## src/rtl/eoc_monitor.sv

```systemverilog
// eoc_monitor - end-of-computation monitor on the safety island peripheral bus.
//
// Software on the hart writes its exit status to the EOC register after the
// host has loaded the binary and resumed the hart. The block latches the exit
// code, raises eoc_o, counts the cycles spent running and (optionally) trips
// a watchdog when the run exceeds the TIMEOUT limit.
//
// Optional feature macro: SAFETY_ISLAND_EOC_WATCHDOG_EN
//   defined   : TIMEOUT register and TIMEOUT state are present.
//   undefined : no watchdog; timeout_o is 0, offset 0x8 reads 0 and ignores writes.
//
// Ports:
//   clk_i        clock
//   rst_i        synchronous active-high reset
//   start_i      one-cycle pulse when the hart is resumed; arms the monitor
//   req_i        bus request (always granted)
//   we_i         write enable
//   addr_i       byte address, only bits [3:2] are decoded
//   be_i         byte enables
//   wdata_i      write data
//   gnt_o        grant, equal to req_i
//   rvalid_o     response valid, one cycle after each request
//   rdata_o      read data, 0 when rvalid_o is low
//   err_o        response error, meaningful with rvalid_o
//   eoc_o        high while the run has ended with a done write
//   exit_code_o  latched exit code
//   timeout_o    high while the watchdog has tripped
//
// Register map (word offsets):
//   0x0 EOC     (W)  bit31 done, bits30:0 code; reads {eoc_o, exit_code_o}
//   0x4 STATUS  (RO) bit0 running, bit1 done, bit2 timeout
//   0x8 TIMEOUT (RW) byte-masked watchdog limit, 0 disables
//   0xC CYCLE   (RO) cycles spent in RUNNING, saturating
module eoc_monitor #(
  parameter int unsigned         AddrWidth      = 32,
  parameter int unsigned         CntWidth       = 32,
  parameter logic [CntWidth-1:0] DefaultTimeout = 32'h00FF_FFFF
) (
  input  logic                 clk_i,
  input  logic                 rst_i,
  input  logic                 start_i,
  input  logic                 req_i,
  input  logic                 we_i,
  input  logic [AddrWidth-1:0] addr_i,
  input  logic [3:0]           be_i,
  input  logic [31:0]          wdata_i,
  output logic                 gnt_o,
  output logic                 rvalid_o,
  output logic [31:0]          rdata_o,
  output logic                 err_o,
  output logic                 eoc_o,
  output logic [30:0]          exit_code_o,
  output logic                 timeout_o
);

  typedef enum logic [1:0] {
    StIdle    = 2'd0,
    StRunning = 2'd1,
    StDone    = 2'd2,
    StTimeout = 2'd3
  } state_e;

  localparam logic [CntWidth-1:0] CntZero = {CntWidth{1'b0}};
  localparam logic [CntWidth-1:0] CntOne  = {{(CntWidth-1){1'b0}}, 1'b1};
  localparam logic [CntWidth-1:0] CntMax  = {CntWidth{1'b1}};
  localparam int unsigned         TmoBits = (CntWidth < 32) ? CntWidth : 32;

  state_e              state_q;
  logic [CntWidth-1:0] cycle_q;
  logic [CntWidth-1:0] cycle_inc_s;
  logic [30:0]         code_q;
  logic [30:0]         exit_code_q;
  logic                eoc_q;
  logic                running_q;
  logic                timeout_q;
  logic                rvalid_q;
  logic                err_q;
  logic [31:0]         rdata_q;

  logic [1:0]          sel_s;
  logic                wr_s;
  logic                rd_s;
  logic                full_be_s;
  logic                done_wr_s;
  logic                wd_fire_s;
  logic                timeout_flag_s;
  logic [31:0]         tmo_rd_s;
  logic                err_d;
  logic [31:0]         rdata_d;
  logic                unused_s;

  assign gnt_o     = req_i;
  assign sel_s     = addr_i[3:2];
  // A write with no byte lanes enabled is a no-op on every register.
  assign wr_s      = req_i & we_i & (be_i != 4'h0);
  assign rd_s      = req_i & ~we_i;
  assign full_be_s = (be_i == 4'hF);
  assign done_wr_s = wr_s & (sel_s == 2'd0) & full_be_s & wdata_i[31];

  assign cycle_inc_s = (cycle_q == CntMax) ? cycle_q : (cycle_q + CntOne);

`ifdef SAFETY_ISLAND_EOC_WATCHDOG_EN
  logic [CntWidth-1:0] tmo_q;
  logic [CntWidth-1:0] tmo_d;

  // Byte-masked next value of the TIMEOUT limit.
  always_comb begin
    tmo_d = tmo_q;
    if (wr_s && (sel_s == 2'd2)) begin
      for (int i = 0; i < int'(TmoBits); i++) begin
        if (be_i[i/8]) begin
          tmo_d[i] = wdata_i[i];
        end else begin
          tmo_d[i] = tmo_q[i];
        end
      end
    end else begin
      tmo_d = tmo_q;
    end
  end

  // TIMEOUT limit register; the compare sees a write from the next cycle on.
  always_ff @(posedge clk_i) begin
    if (rst_i) begin
      tmo_q <= DefaultTimeout;
    end else begin
      tmo_q <= tmo_d;
    end
  end

  assign wd_fire_s      = (state_q == StRunning) && (tmo_q != CntZero) && (cycle_q == tmo_q);
  assign tmo_rd_s       = 32'(tmo_q);
  assign timeout_flag_s = timeout_q;
  assign unused_s       = ^addr_i;
`else
  assign wd_fire_s      = 1'b0;
  assign tmo_rd_s       = 32'h0000_0000;
  assign timeout_flag_s = 1'b0;
  assign unused_s       = ^{addr_i, DefaultTimeout, timeout_q};
`endif

  // Response error decode for the current request.
  always_comb begin
    err_d = 1'b0;
    if (wr_s) begin
      case (sel_s)
        2'd0: begin
          // A done write only counts while RUNNING; a restart in the same
          // cycle drops it silently because the state is still RUNNING.
          if (!full_be_s) begin
            err_d = 1'b1;
          end else if (wdata_i[31] && (state_q != StRunning)) begin
            err_d = 1'b1;
          end else begin
            err_d = 1'b0;
          end
        end
        2'd1:    err_d = 1'b1;
        2'd2:    err_d = 1'b0;
        2'd3:    err_d = 1'b1;
        default: err_d = 1'b0;
      endcase
    end else begin
      err_d = 1'b0;
    end
  end

  // Read data mux; status reflects the registered outputs.
  always_comb begin
    rdata_d = 32'h0000_0000;
    if (rd_s) begin
      case (sel_s)
        2'd0:    rdata_d = {eoc_q, exit_code_q};
        2'd1:    rdata_d = {29'h0000_0000, timeout_flag_s, eoc_q, running_q};
        2'd2:    rdata_d = tmo_rd_s;
        2'd3:    rdata_d = 32'(cycle_q);
        default: rdata_d = 32'h0000_0000;
      endcase
    end else begin
      rdata_d = 32'h0000_0000;
    end
  end

  // Run state machine, cycle counter, bus response and registered outputs.
  always_ff @(posedge clk_i) begin
    if (rst_i) begin
      state_q     <= StIdle;
      cycle_q     <= CntZero;
      code_q      <= 31'h0000_0000;
      exit_code_q <= 31'h0000_0000;
      eoc_q       <= 1'b0;
      running_q   <= 1'b0;
      timeout_q   <= 1'b0;
      rvalid_q    <= 1'b0;
      err_q       <= 1'b0;
      rdata_q     <= 32'h0000_0000;
    end else begin
      rvalid_q    <= req_i;
      err_q       <= err_d;
      rdata_q     <= rdata_d;
      eoc_q       <= (state_q == StDone);
      running_q   <= (state_q == StRunning);
      timeout_q   <= (state_q == StTimeout);
      exit_code_q <= code_q;
      case (state_q)
        StIdle: begin
          if (start_i) begin
            state_q <= StRunning;
            cycle_q <= CntZero;
            code_q  <= 31'h0000_0000;
          end
        end
        StRunning: begin
          if (start_i) begin
            cycle_q <= CntZero;
            code_q  <= 31'h0000_0000;
          end else if (done_wr_s) begin
            state_q <= StDone;
            cycle_q <= cycle_inc_s;
            code_q  <= wdata_i[30:0];
          end else if (wd_fire_s) begin
            state_q <= StTimeout;
            cycle_q <= cycle_inc_s;
            code_q  <= 31'h7FFF_FFFF;
          end else begin
            cycle_q <= cycle_inc_s;
          end
        end
        StDone, StTimeout: begin
          if (start_i) begin
            state_q <= StRunning;
            cycle_q <= CntZero;
            code_q  <= 31'h0000_0000;
          end
        end
        default: begin
          state_q <= StIdle;
        end
      endcase
    end
  end

  assign rvalid_o    = rvalid_q;
  assign err_o       = err_q;
  assign rdata_o     = rdata_q;
  assign eoc_o       = eoc_q;
  assign exit_code_o = exit_code_q;
  assign timeout_o   = timeout_flag_s;

endmodule

```

## config.mk

```make
export PLATFORM = sky130hd
export DESIGN_NAME = eoc_monitor
export DESIGN_NICKNAME = d
export VERILOG_FILES = /design/src/rtl/eoc_monitor.sv
export SDC_FILE = /design/constraint.sdc
export NUM_CORES = 1
export LEC_CHECK = 0
export BUFFER_PORTS_ARGS = -buffer_cell sky130_fd_sc_hd__buf_4
export CAP_MARGIN = 20
export CORE_ASPECT_RATIO = 0.9
export CORE_UTILIZATION = 55
export DETAILED_ROUTE_END_ITERATION = 8
export GPL_TIMING_DRIVEN = 0
export PLACE_DENSITY = 0.86
export SETUP_SLACK_MARGIN = 0.15
export SLEW_MARGIN = 40
export SYNTH_ARGS = -nofsm -noshare
export SYNTH_HDL_FRONTEND = slang
export SYNTH_SLANG_ARGS = --single-unit
```

## constraint.sdc

```tcl
create_clock -name clk_i -period 3.9 [get_ports clk_i]
set_clock_uncertainty 0.15 [all_clocks]
set_input_delay 0.585 -clock clk_i [delete_from_list [all_inputs] [get_ports clk_i]]
set_output_delay 0.585 -clock clk_i [all_outputs]
set_load 0.05 [all_outputs]
```

==> impl_metrics.json <==
{
  "status": "completed",
  "rsz0062_at_grt": "false",
  "slew_headroom_pct": 45.2,
  "ys_seq_area_share_pct": 54.8,
  "syn_avg_cell_area_um2": 9.74,
  "syn_inst": 495,
  "syn-cell-area_mm2": 0.00482,
  "ys_ff_latch": 132,
  "wl_per_cell_um": 17.7,
  "maxSlewViolCount": 0,
  "crit_type": "reg -> reg",
  "die_area_mm2": 0.00914,
  "period_share_pct": 68.9,
  "peakVddDrop_uv": 370,
  "die_w_um": 101,
  "die_y_um": 90.8,
  "cp_max_fo": 7,
  "cp.arrival_ps": 2920,
  "cts-resized-gates": 0,
  "antenna_found_initial": 1,
  "finalWorstSetupSlack_ps": 1210,
  "cts_root_buf": "clkbuf_8",
  "cts_max_level": 4,
  "syn_to_final_growth_pct": 33.0,
  "layout-drive-gt1-share_pct": 24.9,
  "grt_pass1_vias": 4325,
  "io_buffers": 109,
  "yosysMostFrequentCell": "dfxtp_1",
  "start_util_pct": 56.5,
  "cts_inserted_buffers": 17,
  "critical_path.startpoint_type": "flip-flop",
  "ys_warn_count": 0,
  "wl_met1_um": 5550,
  "clk_pin_slew_ps": 60,
  "drt_pass1_iterations": 9,
  "p_leak_nw": 2.49,
  "clkLatencyLatePin_ps": 520,
  "dpl_worst_slack_ps": 1270,
  "cts_tree": "built",
  "worstMarginPinSlew_ps": 811,
  "yosys.area.top_type_share_pct": 54.8,
  "routed_via_density": 5.94,
  "synth_top_cell_by_area": "dfxtp_1",
  "final_nets": 697,
  "synthTopCellsByCount": "dfxtp_1 (132), nor2_1 (62), nor2b_1 (35), a22o_1 (31), a22oi_1 (31)",
  "antenna_cells": 0,
  "post-cts-setup-buffer-count": 0,
  "max_freq_ghz": 0.372,
  "setup_viol": 0,
  "tns_ps": 0,
  "cts_sinks": 132,
  "synth_edf_count": 0,
  "async_flop_share_pct": 0,
  "end_kind": "flip-flop",
  "wl_met2_um": 6220,
  "routed_wl_um": 13300,
  "hp-class": "in -> reg",
  "fillers": 591,
  "vias": 4476,
  "ant_nets": 0,
  "hold_buffers": 0,
  "highest_layer": "met5",
  "hpwlAfterDp_um": 9050,
  "pwr_density_cell_mw_per_mm2": 489,
  "whs_ps": 121,
  "core.rowCount": 32,
  "routabilityCongestion": 0.888,
  "max_cap_violations": 0,
  "drt_iter0_markers": 500,
  "hold_viol": 0,
  "grt_first_pass_wirelength_um": 21600,
  "drc": 0,
  "core_mm2": 0.00853,
  "clockBufferDepth": 2,
  "grt.overflow.total": 0,
  "met3_wirelength_um": 1210,
  "synthDistinctLibCells": 47,
  "track_usage_pct": 31.0,
  "p_total_mw": 3.13,
  "netlist_top_cells_area": "dfxtp_1 (55%), a22o_1 (5.6%), a22oi_1 (4.8%)",
  "top_level_ports": 141,
  "synth_ff_type": "dfxtp_1",
  "period_minus_slack_ps": 2690,
  "syn_nets": 569,
  "required_ps": 4140,
  "grt_max_degree": 17,
  "final_util_pct": 75.2
}
registers in the layout, indices dropped and copies added, names as in the netlist:
signal,flops
cycle_q,32
rdata_o,32
code_q,31
exit_code_o,31
state_q,2
eoc_o,1
err_o,1
running_q,1
rvalid_o,1
cells by family (layout without fill, tap and decap cells):
kind of cell    Yosys count  after routing  synth area share [%]
other cells               1              1                0.0778
fa+ha+maj                 1              1                 0.259
flops                   132            132                  54.8
mux                       2              2                 0.467
compound gates          127            127                  18.6
xor+xnor                  9              9                  1.64
buf+inv                  34            174                  3.14
simple gates            189            189                  21.0
layer usage:
metal	up-vias	track usage (%)
met5	-	0
met4	2	13.0
met3	48	7.12
met2	271	48.9
met1	2100	40.7
li1	2055	-
power by group:
part,leakage (nW),switching [mW],total (mW),internal (mW)
logic,1.13,0.0750,0.118,0.0434
clock network,0.293,0.591,1.66,1.07
registers,1.06,0.00232,1.35,1.35
cells in the final DEF (no fill, tap or decap), types with 3 or more instances in the layout:
| cell type | count |
|---|---|
| o21ai_1 | 7 |
| o21ai_0 | 13 |
| or3_1 | 4 |
| clkbuf_16 | 16 |
| and2_1 | 3 |
| a41oi_1 | 3 |
| nor3b_1 | 3 |
| a31oi_1 | 13 |
| buf_1 | 3 |
| nor2b_1 | 35 |
| buf_4 | 112 |
| nand4_1 | 14 |
| nand2_1 | 18 |
| nor2_1 | 62 |
| dfxtp_1 | 132 |
| o211ai_1 | 3 |
| or4_1 | 7 |
| nor3_2 | 3 |
| a22oi_1 | 31 |
| nand3_1 | 17 |
| clkbuf_1 | 21 |
| a22o_1 | 31 |
| a21oi_1 | 17 |
| buf_2 | 4 |
| bufinv_16 | 4 |
| a311oi_1 | 3 |
| xor2_1 | 9 |
| clkbuf_8 | 3 |
| nand2b_1 | 3 |
| clkinvlp_4 | 4 |
| nor3_1 | 8 |
per-stage QoR:
| stage | cell area [µm²] | instances |
|---|---|---|
| after global placement | 5790 | 723 |
| final | 6410 | 754 |
| after global routing | 6410 | 754 |
| after CTS | 6410 | 754 |
| after detailed placement | 5790 | 723 |
| after floorplan | 4820 | 495 |
path summary, 6_finish.rpt:
| kind | startpoint | endpoint | slack (ps) | cells after the start |
|---|---|---|---|---|
| worst max-delay path | cycle_q[21] | cycle_q[10] | 1210 | 5 |
| worst min-delay path | wdata_i[21] | code_q[21] | 120 | 2 |
| worst max register to register | cycle_q[21] | cycle_q[10] | 1210 | 5 |
| worst min register to register | code_q[14] | exit_code_o[14] | 320 | 1 |
critical path, stage by stage (launching register included):
cell,delay (ps)
dfxtp_1,460
nand4_1,290
nor4_2,680
a41oi_1,520
a41oi_1,390
nor3_2,50
cell type report:
cell class / count / area (µm²) / share of cell area (%)
clock buffers: 19 / 442 / 6.89
inverters: 2 / 7.51 / 0.117
plain buffers: 32 / 144 / 2.24
repair buffers: 109 / 818 / 12.8
multi-input cells: 329 / 2030 / 31.7
well taps: 119 / 149 / 2.32
clock inverters: 12 / 178 / 2.77
flip-flops and latches: 132 / 2640 / 41.2
Note: power is estimated with default switching activity, not from simulation.
